==> config.mk <==
export PLATFORM = sky130hd
export DESIGN_NAME = cla_nibble_sequencer_flat
export DESIGN_NICKNAME = d
export VERILOG_FILES = /design/src/rtl/cla_pkg.sv /design/src/rtl/cla_nibble_sequencer_if.sv /design/src/rtl/cla4_slice.sv /design/src/rtl/cla_nibble_sequencer.sv /design/src/flat_wrapper.sv
export SDC_FILE = /design/constraint.sdc
export NUM_CORES = 1
export LEC_CHECK = 0
export CORE_MARGIN = 10
export CORE_UTILIZATION = 52
export CTS_BUF_LIST = sky130_fd_sc_hd__clkbuf_8
export DETAILED_ROUTE_END_ITERATION = 10
export PLACE_DENSITY_LB_ADDON = 0.15
export SLEW_MARGIN = 10
export SYNTH_ARGS = -nofsm -noshare
export SYNTH_HDL_FRONTEND = slang
export SYNTH_HIERARCHICAL = 1
export SYNTH_SLANG_ARGS = --single-unit
export TNS_END_PERCENT = 100
==> constraint.sdc <==
create_clock -name clk -period 3.5 [get_ports clk]
set_input_delay 0.7 -clock clk [delete_from_list [all_inputs] [get_ports clk]]
set_output_delay 0.7 -clock clk [all_outputs]
set_load 0.02 [all_outputs]
==> src/rtl/cla_pkg.sv <==
// Shared definitions for the nibble-serial carry-lookahead adder.
//   state_t : sequencer FSM states
//   NIB_W   : width of the shared lookahead slice
//   clog2   : index width helper (never returns less than 1)
package cla_pkg;

    typedef enum logic [1:0] {IDLE, RUN, DONE} state_t;

    localparam int NIB_W = 4;

    function automatic int clog2(input int v);
        int r;
        r = 0;
        while ((1 << r) < v) r++;
        return (r < 1) ? 1 : r;
    endfunction

endpackage

==> src/rtl/cla_nibble_sequencer_if.sv <==
// Operand/result handshake bundle for cla_nibble_sequencer.
//   master : producer/consumer side (drives operands and out_ready)
//   slave  : adder side (drives in_ready, result, busy)
interface cla_nibble_sequencer_if #(
    parameter int WIDTH = 16
) ();
    logic             in_valid;
    logic             in_ready;
    logic [WIDTH-1:0] a;
    logic [WIDTH-1:0] b;
    logic             cin;
    logic             sub;
    logic             out_valid;
    logic             out_ready;
    logic [WIDTH-1:0] sum;
    logic             cout;
    logic             ovf;
    logic             busy;

    modport master (
        output in_valid, a, b, cin, sub, out_ready,
        input  in_ready, out_valid, sum, cout, ovf, busy
    );

    modport slave (
        input  in_valid, a, b, cin, sub, out_ready,
        output in_ready, out_valid, sum, cout, ovf, busy
    );
endinterface

==> src/rtl/cla4_slice.sv <==
// Combinational 4-bit carry-lookahead slice.
//   a, b : nibble operands     ci : carry in
//   s    : nibble sum          co : carry out of bit 3
//   c3   : carry into bit 3 (lets the top derive signed overflow)
module cla4_slice (
    input  logic [3:0] a,
    input  logic [3:0] b,
    input  logic       ci,
    output logic [3:0] s,
    output logic       co,
    output logic       c3
);
    logic [3:0] p, g, c;

    always_comb begin
        p    = a ^ b;
        g    = a & b;
        c[0] = ci;
        c[1] = g[0] | (p[0] & ci);
        c[2] = g[1] | (p[1] & g[0]) | (p[1] & p[0] & ci);
        c[3] = g[2] | (p[2] & g[1]) | (p[2] & p[1] & g[0]) | (p[2] & p[1] & p[0] & ci);
        s    = p ^ c;
        co   = g[3] | (p[3] & c[3]);
        c3   = c[3];
    end
endmodule

==> src/rtl/cla_nibble_sequencer.sv <==
// Multi-cycle WIDTH-bit adder/subtractor: one shared cla4_slice walks the
// operands one nibble per clock, LSB first, carry chained through a register.
//   clk, reset_n : clock, synchronous active-low reset
//   bus (slave)  : in_valid/in_ready + a/b/cin/sub operands,
//                  out_valid/out_ready + sum/cout/ovf result, busy
module cla_nibble_sequencer
    import cla_pkg::*;
#(
    parameter int WIDTH = 16
) (
    input  logic                   clk,
    input  logic                   reset_n,
    cla_nibble_sequencer_if.slave  bus
);
    localparam int NIB   = WIDTH / NIB_W;
    localparam int IDX_W = clog2(NIB);

    generate
        if ((WIDTH % NIB_W) != 0 || WIDTH < 8) begin : g_bad_width
            $error("cla_nibble_sequencer: WIDTH must be a multiple of 4 and >= 8");
        end
    endgenerate

    state_t                    state_q, state_d;
    logic [IDX_W-1:0]          idx;
    logic                      carry;
    logic [NIB-1:0][NIB_W-1:0] a_q, b_q, sum_q;
    logic                      cout_q, ovf_q;
    logic [NIB_W-1:0]          s_nib;
    logic                      co, c3;
    logic                      last;

    assign last = (idx == IDX_W'(NIB - 1));

    cla4_slice u_slice (
        .a  (a_q[idx]),
        .b  (b_q[idx]),
        .ci (carry),
        .s  (s_nib),
        .co (co),
        .c3 (c3)
    );

    // state register
    always_ff @(posedge clk) begin
        if (!reset_n) state_q <= IDLE;
        else          state_q <= state_d;
    end

    // next state
    always_comb begin
        state_d = state_q;
        case (state_q)
            IDLE:    if (bus.in_valid)  state_d = RUN;
            RUN:     if (last)          state_d = DONE;
            DONE:    if (bus.out_ready) state_d = IDLE;
            default:                    state_d = IDLE;
        endcase
    end

    // FSM outputs
    always_comb begin
        bus.in_ready  = (state_q == IDLE);
        bus.out_valid = (state_q == DONE);
        bus.busy      = (state_q != IDLE);
    end

    // Datapath. Subtraction is folded in at accept time (invert b, force
    // carry-in), so RUN only ever adds. Result registers are untouched in
    // DONE/IDLE so the last result stays visible after hand-off.
    always_ff @(posedge clk) begin
        if (!reset_n) begin
            idx    <= '0;
            carry  <= 1'b0;
            a_q    <= '0;
            b_q    <= '0;
            sum_q  <= '0;
            cout_q <= 1'b0;
            ovf_q  <= 1'b0;
        end else begin
            case (state_q)
                IDLE: if (bus.in_valid) begin
                    a_q   <= bus.a;
                    b_q   <= bus.sub ? ~bus.b : bus.b;
                    carry <= bus.sub ? 1'b1 : bus.cin;
                    idx   <= '0;
                end
                RUN: begin
                    sum_q[idx] <= s_nib;
                    carry      <= co;
                    idx        <= last ? '0 : idx + 1'b1;
                    if (last) begin
                        cout_q <= co;
                        ovf_q  <= c3 ^ co;
                    end
                end
                default: ;
            endcase
        end
    end

    assign bus.sum  = sum_q;
    assign bus.cout = cout_q;
    assign bus.ovf  = ovf_q;

endmodule

==> src/flat_wrapper.sv <==
// flat-port wrapper written by rule: the top's interface ports become plain ports
module cla_nibble_sequencer_flat import cla_pkg::*;
#(
    parameter int WIDTH = 16
)
  (clk, reset_n, bus_in_valid, bus_a, bus_b, bus_cin, bus_sub, bus_out_ready, bus_in_ready, bus_out_valid, bus_sum, bus_cout, bus_ovf, bus_busy);
  cla_nibble_sequencer_if #(.WIDTH(WIDTH)) bus_i ();
  input  logic clk;
  input  logic reset_n;
  input wire logic [$bits(bus_i.in_valid)-1:0] bus_in_valid;
  input wire logic [$bits(bus_i.a)-1:0] bus_a;
  input wire logic [$bits(bus_i.b)-1:0] bus_b;
  input wire logic [$bits(bus_i.cin)-1:0] bus_cin;
  input wire logic [$bits(bus_i.sub)-1:0] bus_sub;
  input wire logic [$bits(bus_i.out_ready)-1:0] bus_out_ready;
  output wire logic [$bits(bus_i.in_ready)-1:0] bus_in_ready;
  output wire logic [$bits(bus_i.out_valid)-1:0] bus_out_valid;
  output wire logic [$bits(bus_i.sum)-1:0] bus_sum;
  output wire logic [$bits(bus_i.cout)-1:0] bus_cout;
  output wire logic [$bits(bus_i.ovf)-1:0] bus_ovf;
  output wire logic [$bits(bus_i.busy)-1:0] bus_busy;
  assign bus_i.in_valid = bus_in_valid;
  assign bus_i.a = bus_a;
  assign bus_i.b = bus_b;
  assign bus_i.cin = bus_cin;
  assign bus_i.sub = bus_sub;
  assign bus_i.out_ready = bus_out_ready;
  assign bus_in_ready = bus_i.in_ready;
  assign bus_out_valid = bus_i.out_valid;
  assign bus_sum = bus_i.sum;
  assign bus_cout = bus_i.cout;
  assign bus_ovf = bus_i.ovf;
  assign bus_busy = bus_i.busy;
  cla_nibble_sequencer #(.WIDTH(WIDTH)) u_core (.clk(clk), .reset_n(reset_n), .bus(bus_i));
endmodule
==> metrics.cfg, run 1 <==
[outcome]
status = complete, no violations

[flow_run]
cap_viol_max_count = 0

[synth]
synth_nets = 322
synthTopCellsByArea = dfxtp_1 (41%), nand2_1 (8.5%), mux4_2 (6.7%), o211a_1 (6.0%), xnor2_1 (5.9%)
mappedNetlistArea_um2 = 2680
synth.top_cell.area_share_pct = 41.0
yosysSeqAreaShare_pct = 41.0
synth_top_cell_by_area = dfxtp_1
avgSynthCellArea_um2 = 9.76
synthDistinctLibCells = 33
synth.ff_latch_count = 55
yosys_warnings = 6
synthesis.instances = 275

[place]
gp_congestion = 0.781
dpl.hpwl_um = 4160
numPortBuffers = 58
dpl.cell_count = 387
dp_slack_ns = 0.707

[cts]
post_cts_buffers = 0
clock_path_buffers = 2
cts_max_level = 2
holdBufCountCts = 0
cts_tree = yes
cts_resized = 0
clock-sinks = 55
cts_buffers = 5
clkLatencyLatePin_ns = 0.31
cts.root.buffer_cell = clkbuf_8
clk_pin_slew_worst_paths_ns = 0.09

[global_route]
grt_pass1_wl_um = 9700
antenna_found_initial = 0
grt_max_degree = 56
grt_overflow = 0
grt_pass1_vias = 2065
grt.total_usage_pct = 13.6

[setup_path]
worstPathArrival_ns = 3.04
required_ns = 3.70
start_kind = flip-flop
crit_chain = mux4_2 -> ha_1 -> a21o_1 -> a21oi_2 -> o21bai_1 -> fa_1 -> xor2_1 -> mux2i_1 -> nor2b_1
crit_path_end_kind = flip-flop
max_stage_delay_ns = 0.56
reg2regPathDepth = 9
setup.worst_path.class = reg -> reg
cpMaxStageDelayCell = mux4_2
crit_fanout = 6

[power]
cellPowerDensity_nw_per_um2 = 419
vdd_drop_max_uv = 286
p_leak_nw = 1.42

[timing]
worst_pin_slew_ns = 0.851
finalSetupViolCount = 0
finalSetupTns_ns = 0
holdWs_ns = 0.461
skew_ns = 0.00467
setup_slack_ns = 0.664
max_freq_mhz = 353
relSlewSlack_pct = 43.1
rsz0062_at_grt = no
fin_crit_ns = 2.84
period_share_pct = 81.0
drv_slew = 0
hold_violations = 0

[routing]
met1Wirelength_um = 2460
met3_length_um = 342
vias = 2040
ant_nets = 0
drcViolationCount = 0
top_layer = met4
drtIter0Drc = 89
wl_met2_um = 2800
vias_per_cell = 5.16
routedWlPerCell_um = 14.3
first_pass_iters = 4
finalWirelength_um = 5660

[min_path]
whs_path_depth = 2
hp-class = reg -> reg

[layout]
final_nets = 371
drive_gt1_share_pct = 7.38
utilization_pct = 67.5
final_cells = 395
syn_to_final_growth_pct = 26.8
num_antenna_cells = 0

[die]
pin_count = 59
die_w_um = 91.8
die_y_um = 91.8
core_um2 = 5040
start_util_pct = 53.2
core.rowCount = 26
dieArea_um2 = 8430

-- sequential cells by signal (all words and copies together), names as in the netlist --
| signal | count |
|---|---|
| u_core/a_q | 16 |
| u_core/b_q | 16 |
| u_core/bus.sum | 16 |
| u_core/idx | 2 |
| u_core/state_q | 2 |
| u_core/bus.cout | 1 |
| u_core/bus.ovf | 1 |
| u_core/carry | 1 |
-- layout make-up --
| class | instances | area [µm²] |
|---|---|---|
| Clock buffer | 5 | 68.8 |
| Inverter | 8 | 30.0 |
| Clock inverter | 3 | 63.8 |
| Sequential cell | 55 | 1100 |
| Tap cell | 70 | 87.6 |
| Multi-Input combinational cell | 192 | 1440 |
| Fill cell | 437 | 1640 |
| Timing Repair Buffer | 62 | 611 |
-- stage by stage --
step	power, mW	area (µm²)
floorplan	0.865	2680
global placement	0.953	3270
detailed placement	0.957	3270
CTS	1.43	3400
global route	1.49	3400
finish	1.42	3400
-- worst paths after layout --
check | startpoint | slack [ns] | endpoint
setup reg to reg | u_core/idx[0]$_SDFFE_PN0P_ | 0.66 | u_core/bus.ovf$_SDFFE_PN0P_
hold reg to reg | u_core/a_q[14]$_SDFFE_PN0P_ | 0.46 | u_core/a_q[14]$_SDFFE_PN0P_
hold / removal | u_core/a_q[14]$_SDFFE_PN0P_ | 0.46 | u_core/a_q[14]$_SDFFE_PN0P_
setup / recovery | u_core/idx[0]$_SDFFE_PN0P_ | 0.66 | u_core/bus.ovf$_SDFFE_PN0P_
-- cell usage after synthesis --
cell type	n
or2_2	1
a21boi_1	10
a21boi_0	19
nor2b_4	1
fa_1	2
a22oi_1	2
a21oi_2	1
nand2_1	61
xor2_1	1
nand3_1	12
nor3b_2	1
mux4_2	8
mux2i_1	6
nand3b_1	3
ha_1	7
a21oi_1	1
o211a_1	16
a2bb2oi_1	1
buf_6	3
or3b_1	1
clkbuf_1	6
buf_2	8
o32ai_1	1
buf_4	3
nand3b_2	1
nor2b_1	9
a21o_1	1
nand2b_1	4
inv_1	8
xnor2_1	18
o21bai_1	2
nor2_1	2
dfxtp_1	55
-- cells in the final DEF, fill, tap and decap left out, types with 8 or more instances in the layout --
cell type,Yosys,final
inv_1,8,9
mux4_2,8,8
nand2_1,61,61
a21boi_0,19,19
dfxtp_1,55,55
o211a_1,16,16
a21boi_1,10,10
nor2b_1,9,9
clkdlybuf4s50_1,0,58
xnor2_1,18,18
nand3_1,12,12
-- metal layers --
metal,up-vias,global-route usage (%)
met5,-,0
met3,5,4.56
met4,0,3.60
met2,47,24.0
li1,1032,-
met1,956,15.3
-- worst max-delay path, delay by kind of cell, from the launching register on --
kind                     cells  cell delay (ns)
AND/OR/NAND/NOR              1             0.06
adder cells (fa/ha/maj)      2             0.77
flip-flops                   1             0.53
AO/OA/AOI/OAI                3             0.50
XOR/XNOR                     1             0.18
multiplexers                 2             0.70
-- power by group --
part / total (mW) / internal, mW / switching (mW)
sequential: 0.687 / 0.662 / 0.0253
combinational: 0.256 / 0.133 / 0.122
clock: 0.482 / 0.283 / 0.199
-- kinds of logic (layout without fill, tap and decap cells) --
logic type,count (synthesis),in the layout,share of synthesized area [%]
fa+ha+maj,9,9,4.76
buf+inv,28,78,5.55
xor+xnor,19,19,6.20
simple gates,96,96,16.9
mux,14,14,8.95
compound gates,54,54,16.6
flops,55,55,41.0
(Power assumes the default switching activity.)
==> run 2, diff against run 1 <==
- clock period: 3.5 -> 2.7 ns (I/O delays scaled with it)
==> metrics.cfg, run 2 (synthesis results as in run 1) <==
[outcome]
status = complete, no violations

[layout]
drive_gt1_share_pct = 10.2  ; +2.9 points
final_nets = 378  ; +1.9%
final_common_cell = nand2_1
layout_common_cells = nand2_1 (61), clkdlybuf4s50_1 (58), dfxtp_1 (54), a21boi_0 (19), xnor2_1 (18)
num_antenna_cells = 0  ; unchanged
fillers = 409  ; -6.4%
fin_area_um2 = 3430  ; +0.81%
syn_to_final_growth_pct = 27.8

[cts]
clk_pin_slew_worst_paths_ns = 0.09  ; about the same
holdBufCountCts = 0  ; unchanged
cts_buffers = 5  ; unchanged
cts_max_level = 2  ; unchanged
cts.root.buffer_cell = clkbuf_8
clkLatencyLatePin_ns = 0.30  ; about the same
clock_path_buffers = 2  ; unchanged
cts_tree = yes
clock-sinks = 55  ; unchanged

[timing]
fin_crit_ns = 2.60  ; -0.232 ns
max_freq_mhz = 384  ; +8.9%
drv_slew = 0  ; unchanged
worst_pin_slew_ns = 0.734  ; -0.117 ns
finalSetupTns_ns = 0  ; unchanged
period_share_pct = 96.4  ; +15 points
hold_violations = 0  ; unchanged
rsz0062_at_grt = no
skew_ns = 0.00511  ; +0.000447 ns
holdWs_ns = 0.456  ; -0.00501 ns
finalSetupViolCount = 0  ; unchanged
relSlewSlack_pct = 50.9  ; +7.8 points
setup_slack_ns = 0.0960  ; -0.568 ns

[global_route]
grt_pass1_wl_um = 9680  ; -0.22%
grt_pass1_vias = 2045  ; -0.97%
antenna_found_initial = 0  ; unchanged
grt.total_usage_pct = 13.6  ; +0.036 points
grt_overflow = 0  ; unchanged
grt_max_degree = 50  ; -11%

[setup_path]
setup.worst_path.class = reg -> reg
start_kind = flip-flop
required_ns = 2.93  ; -0.77 ns
crit_chain = buf_4 -> mux4_2 -> ha_1 -> a21oi_2 -> o21bai_2 -> fa_2 -> nand3_1 -> a21boi_0
worstPathArrival_ns = 2.83  ; -0.21 ns
crit_path_end_kind = flip-flop
max_stage_delay_ns = 0.58  ; +0.02 ns
cpMaxStageDelayCell = fa_2
crit_fanout = 4  ; -2

[routing]
ant_nets = 0  ; unchanged
top_layer = met4
first_pass_iters = 4  ; unchanged
finalWirelength_um = 5760  ; +1.8%
drtIter0Drc = 67  ; -25%
routedWlPerCell_um = 14.3  ; about the same
vias_per_cell = 5.18  ; +0.28%
met1Wirelength_um = 2510  ; +2.0%
met3_length_um = 332  ; -2.9%
vias = 2082  ; +2.1%
wl_met2_um = 2830  ; +1.0%
drcViolationCount = 0  ; unchanged

[min_path]
hp-class = reg -> reg

[place]
numPortBuffers = 58  ; unchanged
gp_congestion = 0.818  ; +4.7%
dpl_cell_area_um2 = 3310  ; +1.4%
dpl.hpwl_um = 4370  ; +5.1%
dp_slack_ns = -0.00226  ; -0.709 ns

[die]
core_um2 = 5040  ; unchanged
start_util_pct = 53.2  ; unchanged
die_y_um = 91.8  ; unchanged
die_w_um = 91.8  ; unchanged
dieArea_um2 = 8430  ; unchanged
core.rowCount = 26  ; unchanged
pin_count = 59  ; unchanged

[power]
vdd_drop_max_uv = 371  ; +30%
cellPowerDensity_nw_per_um2 = 502  ; +20%
p_leak_nw = 1.44  ; +1.7%

[flow_run]
cap_viol_max_count = 0  ; unchanged

==> run 2: final timing paths <==
| check | startpoint | endpoint | slack [ns] | cells past startpoint |
|---|---|---|---|---|
| min | u_core/a_q[0]$_SDFFE_PN0P_ | u_core/a_q[0]$_SDFFE_PN0P_ | 0.46 | 2 |
| max reg2reg | u_core/idx[0]$_SDFFE_PN0P_ | u_core/bus.sum[11]$_SDFFE_PN0P_ | 0.1 | 8 |
| max | u_core/idx[0]$_SDFFE_PN0P_ | u_core/bus.sum[11]$_SDFFE_PN0P_ | 0.1 | 8 |
| min reg2reg | u_core/a_q[0]$_SDFFE_PN0P_ | u_core/a_q[0]$_SDFFE_PN0P_ | 0.46 | 2 |
==> run 2: final cells by class <==
| class | count | area, µm² | area share [%] |
|---|---|---|---|
| inverter | 8 | 30.0 | 0.876 |
| clock buffer | 7 | 96.3 | 2.81 |
| sequential | 55 | 1100 | 32.1 |
| multi-input combinational | 192 | 1450 | 42.2 |
| clock inverter | 1 | 3.75 | 0.109 |
| timing repair buffer | 69 | 663 | 19.3 |
| tap | 70 | 87.6 | 2.55 |
==> run 2: timing repair <==
item / CTS / global route
resized for setup: 1 / 2
endpoints found under the setup margin: 2 / 5
setup buffers: 0 / 1
pin swaps: 0 / 1
==> run 2: routing by layer <==
layer / up-vias / global-route usage, %
met5: - / 0
met4: 0 / 4.50
met3: 10 / 4.24
met2: 44 / 23.0
met1: 984 / 16.1
li1: 1044 / -
==> run 2: metrics by stage <==
stage | std cells | util [%] | power (mW)
finish | 402 | 68.0 | 1.72
global route | 402 | 68.0 | 1.81
CTS | 401 | 67.7 | 1.74
detailed placement | 393 | 65.7 | 1.26
global placement | 393 | 65.7 | 1.25
floorplan | 275 | - | 1.12
==> run 2: worst max-delay path, delay by kind of cell, from the launching register on <==
| kind | cells | cell delay [ns] |
|---|---|---|
| adder cells (fa/ha/maj) | 2 | 0.94 |
| multiplexers | 1 | 0.50 |
| AO/OA/AOI/OAI | 3 | 0.49 |
| flip-flops | 1 | 0.38 |
| buffers and inverters | 1 | 0.14 |
| AND/OR/NAND/NOR | 1 | 0.07 |
==> run 2: power breakdown <==
part / internal, mW / total [mW] / switching (mW)
clock: 0.231 / 0.483 / 0.252
combinational: 0.186 / 0.352 / 0.166
sequential: 0.858 / 0.887 / 0.0286
==> run 3, diff against run 2 <==
- CORE_MARGIN: 10 -> unset
- RECOVER_POWER: unset -> 100
- SYNTH_HIERARCHICAL: 1 -> unset
==> metrics.cfg, run 3 <==
[outcome]
status = complete, no violations

[setup_path]
start_kind = flip-flop
reg2regPathDepth = 9  ; +1
crit_fanout = 13  ; +9
setup.reg_to_reg.worst_slack_ns = 0.13  ; +0.04 ns
setup.worst_path.class = reg -> reg
r2r_start = u_core.idx[0]$_SDFFE_PN0P_
required_ns = 2.96  ; +0.03 ns
worstPathArrival_ns = 2.83  ; about the same
crit_path_end_kind = flip-flop
reg2reg_to = u_core.carry$_SDFFE_PN0P_

[layout]
syn_to_final_growth_pct = 27.0
layout_common_cells = nand2_1 (70), dfxtp_1 (55), clkdlybuf4s50_1 (35), o211a_1 (25), dlygate4sd3_1 (22)
drive_gt1_share_pct = 10.6  ; +0.33 points
final_nets = 377  ; -0.26%
utilization_pct = 70.5  ; +2.5 points
final_common_cell = nand2_1
num_antenna_cells = 0  ; unchanged

[synth]
synthTopCellsByArea = dfxtp_1 (41%), nand2_1 (9.7%), o211a_1 (9.2%), mux4_2 (6.6%), xnor2_1 (5.8%)
async_reset_ff_share_pct = 0  ; unchanged
synth_flop_cell = dfxtp_1
mappedNetlistArea_um2 = 2710  ; +0.98%
synth_top_cell_by_area = dfxtp_1
post-synth-top-count-cell = nand2_1
synth.top_cell.area_share_pct = 40.6  ; -0.40 points
yosysSeqAreaShare_pct = 40.6  ; -0.40 points
avgSynthCellArea_um2 = 9.75  ; -0.11%
synth.ff_latch_count = 55  ; unchanged
synthDistinctLibCells = 40  ; +21%
yosys_warnings = 0  ; -6
synth_nets = 325  ; +0.93%
synthesis.instances = 278  ; +1.1%
synth_edf_count = 0  ; unchanged
synth.top_cells.by_count = nand2_1 (70), dfxtp_1 (55), o211a_1 (25)

[global_route]
grt_overflow = 0  ; unchanged
grt_max_degree = 36  ; -28%
antenna_found_initial = 0  ; unchanged
grt_pass1_wl_um = 8980  ; -7.2%
grt_pass1_vias = 1948  ; -4.7%
grt.total_usage_pct = 21.8  ; +8.2 points

[min_path]
min_from = u_core.bus.sum[5]$_SDFFE_PN0P_
whs_path_depth = 2  ; unchanged
hold_path_end = u_core.bus.sum[5]$_SDFFE_PN0P_
hp-class = reg -> reg

[routing]
first_pass_iters = 4  ; unchanged
finalWirelength_um = 5490  ; -4.8%
drcViolationCount = 0  ; unchanged
ant_nets = 0  ; unchanged
vias_per_cell = 5.29  ; +2.1%
drtIter0Drc = 70  ; +4.5%
vias = 2105  ; +1.1%
routedWlPerCell_um = 13.8  ; -3.8%

[cts]
cts_max_level = 2  ; unchanged
clkLatencyLatePin_ns = 0.32  ; +0.02 ns
cts_buffers = 5  ; unchanged
cts.root.buffer_cell = clkbuf_8
holdBufCountCts = 0  ; unchanged
clock-sinks = 55  ; unchanged
cts_tree = yes
clk_pin_slew_worst_paths_ns = 0.10  ; about the same
clock_path_buffers = 2  ; unchanged

[place]
numPortBuffers = 58  ; unchanged
gp_congestion = 0.828  ; +1.2%
dpl.hpwl_um = 4140  ; -5.4%

[power]
switchingPower_uw = 454  ; +1.5%
p_int_mw = 1.33  ; +4.7%
switching_share_pct = 25.4  ; -0.59 points
power_mw = 1.79  ; +3.9%
cellPowerDensity_nw_per_um2 = 519  ; +3.5%
seq_power_share_pct = 49.6  ; -1.9 points
vdd_drop_max_uv = 334  ; -9.8%
combPwrFrac_pct = 18.5  ; -1.9 points
p_leak_nw = 1.55  ; +7.7%
clkPwrFrac_pct = 31.9  ; +3.8 points

[timing]
worst_pin_slew_ns = 1.20  ; +0.469 ns
fin_crit_ns = 2.57  ; -0.0379 ns
max_freq_mhz = 390  ; +1.5%
skew_ns = 0.00980  ; +0.00468 ns
period_share_pct = 95.0  ; -1.4 points
holdWs_ns = 0.468  ; +0.0120 ns
finalSetupViolCount = 0  ; unchanged
relSlewSlack_pct = 19.8  ; -31 points
finalSetupTns_ns = 0  ; unchanged
hold_violations = 0  ; unchanged
drv_slew = 0  ; unchanged

[die]
core_um2 = 4880  ; -3.2%
core.rowCount = 25  ; -3.8%
dieArea_um2 = 5500  ; -35%
die_y_um = 74.2  ; -19%
pin_count = 59  ; unchanged
die_w_um = 74.2  ; -19%
start_util_pct = 55.5  ; +2.3 points

[flow_run]
cap_viol_max_count = 0  ; unchanged

==> run 3: changes by cell type after synthesis, sizes merged, moves of 5 or more <==
cell | before | now
a21boi | 29 | 20
and2 | 0 | 6
mux2i | 6 | 1
nand2 | 61 | 71
nand3 | 12 | 4
nor2b | 10 | 4
o211a | 16 | 25
==> run 3: timing repair <==
item                                    CTS  global route
endpoints found under the setup margin    0             5
gates resized for setup                   0             5
buffers inserted                          0             0
==> run 3: kinds of logic (layout without fill, tap and decap cells) <==
kind of cell	count (synthesis)	in the layout	synth area share, %
adders and majority gates	9	9	4.71
DFF	55	55	40.6
AOI/OAI and AO/OA	62	62	19.6
and+or+nand+nor	94	94	15.2
muxes	10	10	7.43
xor gates and xnor gates	18	18	5.82
buffers and inverters	30	83	6.56
==> run 3: routing by layer <==
layer | up-vias | track usage (%) | wire length [µm]
met5 | - | 0 | 0
met3 | 10 | 5.15 | 191
met2 | 49 | 37.9 | 2810
met4 | 0 | 8.33 | 93
met1 | 983 | 26.2 | 2400
li1 | 1063 | - | -
==> run 3: area by class of cell <==
cell class | instances | area, µm²
sequential | 55 | 1100
clock buffer | 6 | 82.6
timing repair buffer | 66 | 643
tap | 67 | 83.8
multi-input combinational | 193 | 1460
fill | 407 | 1440
clock inverter | 2 | 35.0
inverter | 9 | 33.8
==> run 3: per-stage QoR <==
stage          worst slack [ns]  std cells  area, µm²
2_1_floorplan            0.0337        278       2710
3_3_place_gp              0.121        390       3300
3_5_place_dp             0.0487        390       3300
4_1_cts                  0.0190        398       3420
5_1_grt                -0.00745        398       3440
6_report                  0.134        398       3440
==> run 3: power by group through the flow <==
stage | sequential (mW) | combinational [mW] | clock (mW)
floorplan | 0.904 | 0.206 | 0
global route | 0.891 | 0.364 | 0.616
global placement | 0.905 | 0.317 | 0
finish | 0.886 | 0.331 | 0.571
detailed placement | 0.905 | 0.325 | 0
CTS | 0.887 | 0.326 | 0.574
==> run 3: worst max path at each step <==
stage                                           from                   endpoint  slack [ns]  cells past startpoint
after floorplan           u_core.idx[0]$_SDFFE_PN0P_  u_core.carry$_SDFFE_PN0P_        0.03                      9
after global placement    u_core.idx[0]$_SDFFE_PN0P_  u_core.carry$_SDFFE_PN0P_        0.12                      9
after detailed placement  u_core.idx[0]$_SDFFE_PN0P_  u_core.carry$_SDFFE_PN0P_        0.05                      9
after CTS                 u_core.idx[0]$_SDFFE_PN0P_  u_core.carry$_SDFFE_PN0P_        0.02                      9
after global routing      u_core.idx[0]$_SDFFE_PN0P_  u_core.carry$_SDFFE_PN0P_      -0.007                      9
final                     u_core.idx[0]$_SDFFE_PN0P_  u_core.carry$_SDFFE_PN0P_        0.13                      9
==> run 3: critical path, cell delays in order, from the launching register on <==
cell	delay, ns
dfxtp_1	0.37
buf_12	0.16
mux4_2	0.55
ha_4	0.31
a41o_1	0.20
a21oi_2	0.06
fa_2	0.36
mux2_2	0.28
o21ai_1	0.11
and2_1	0.12
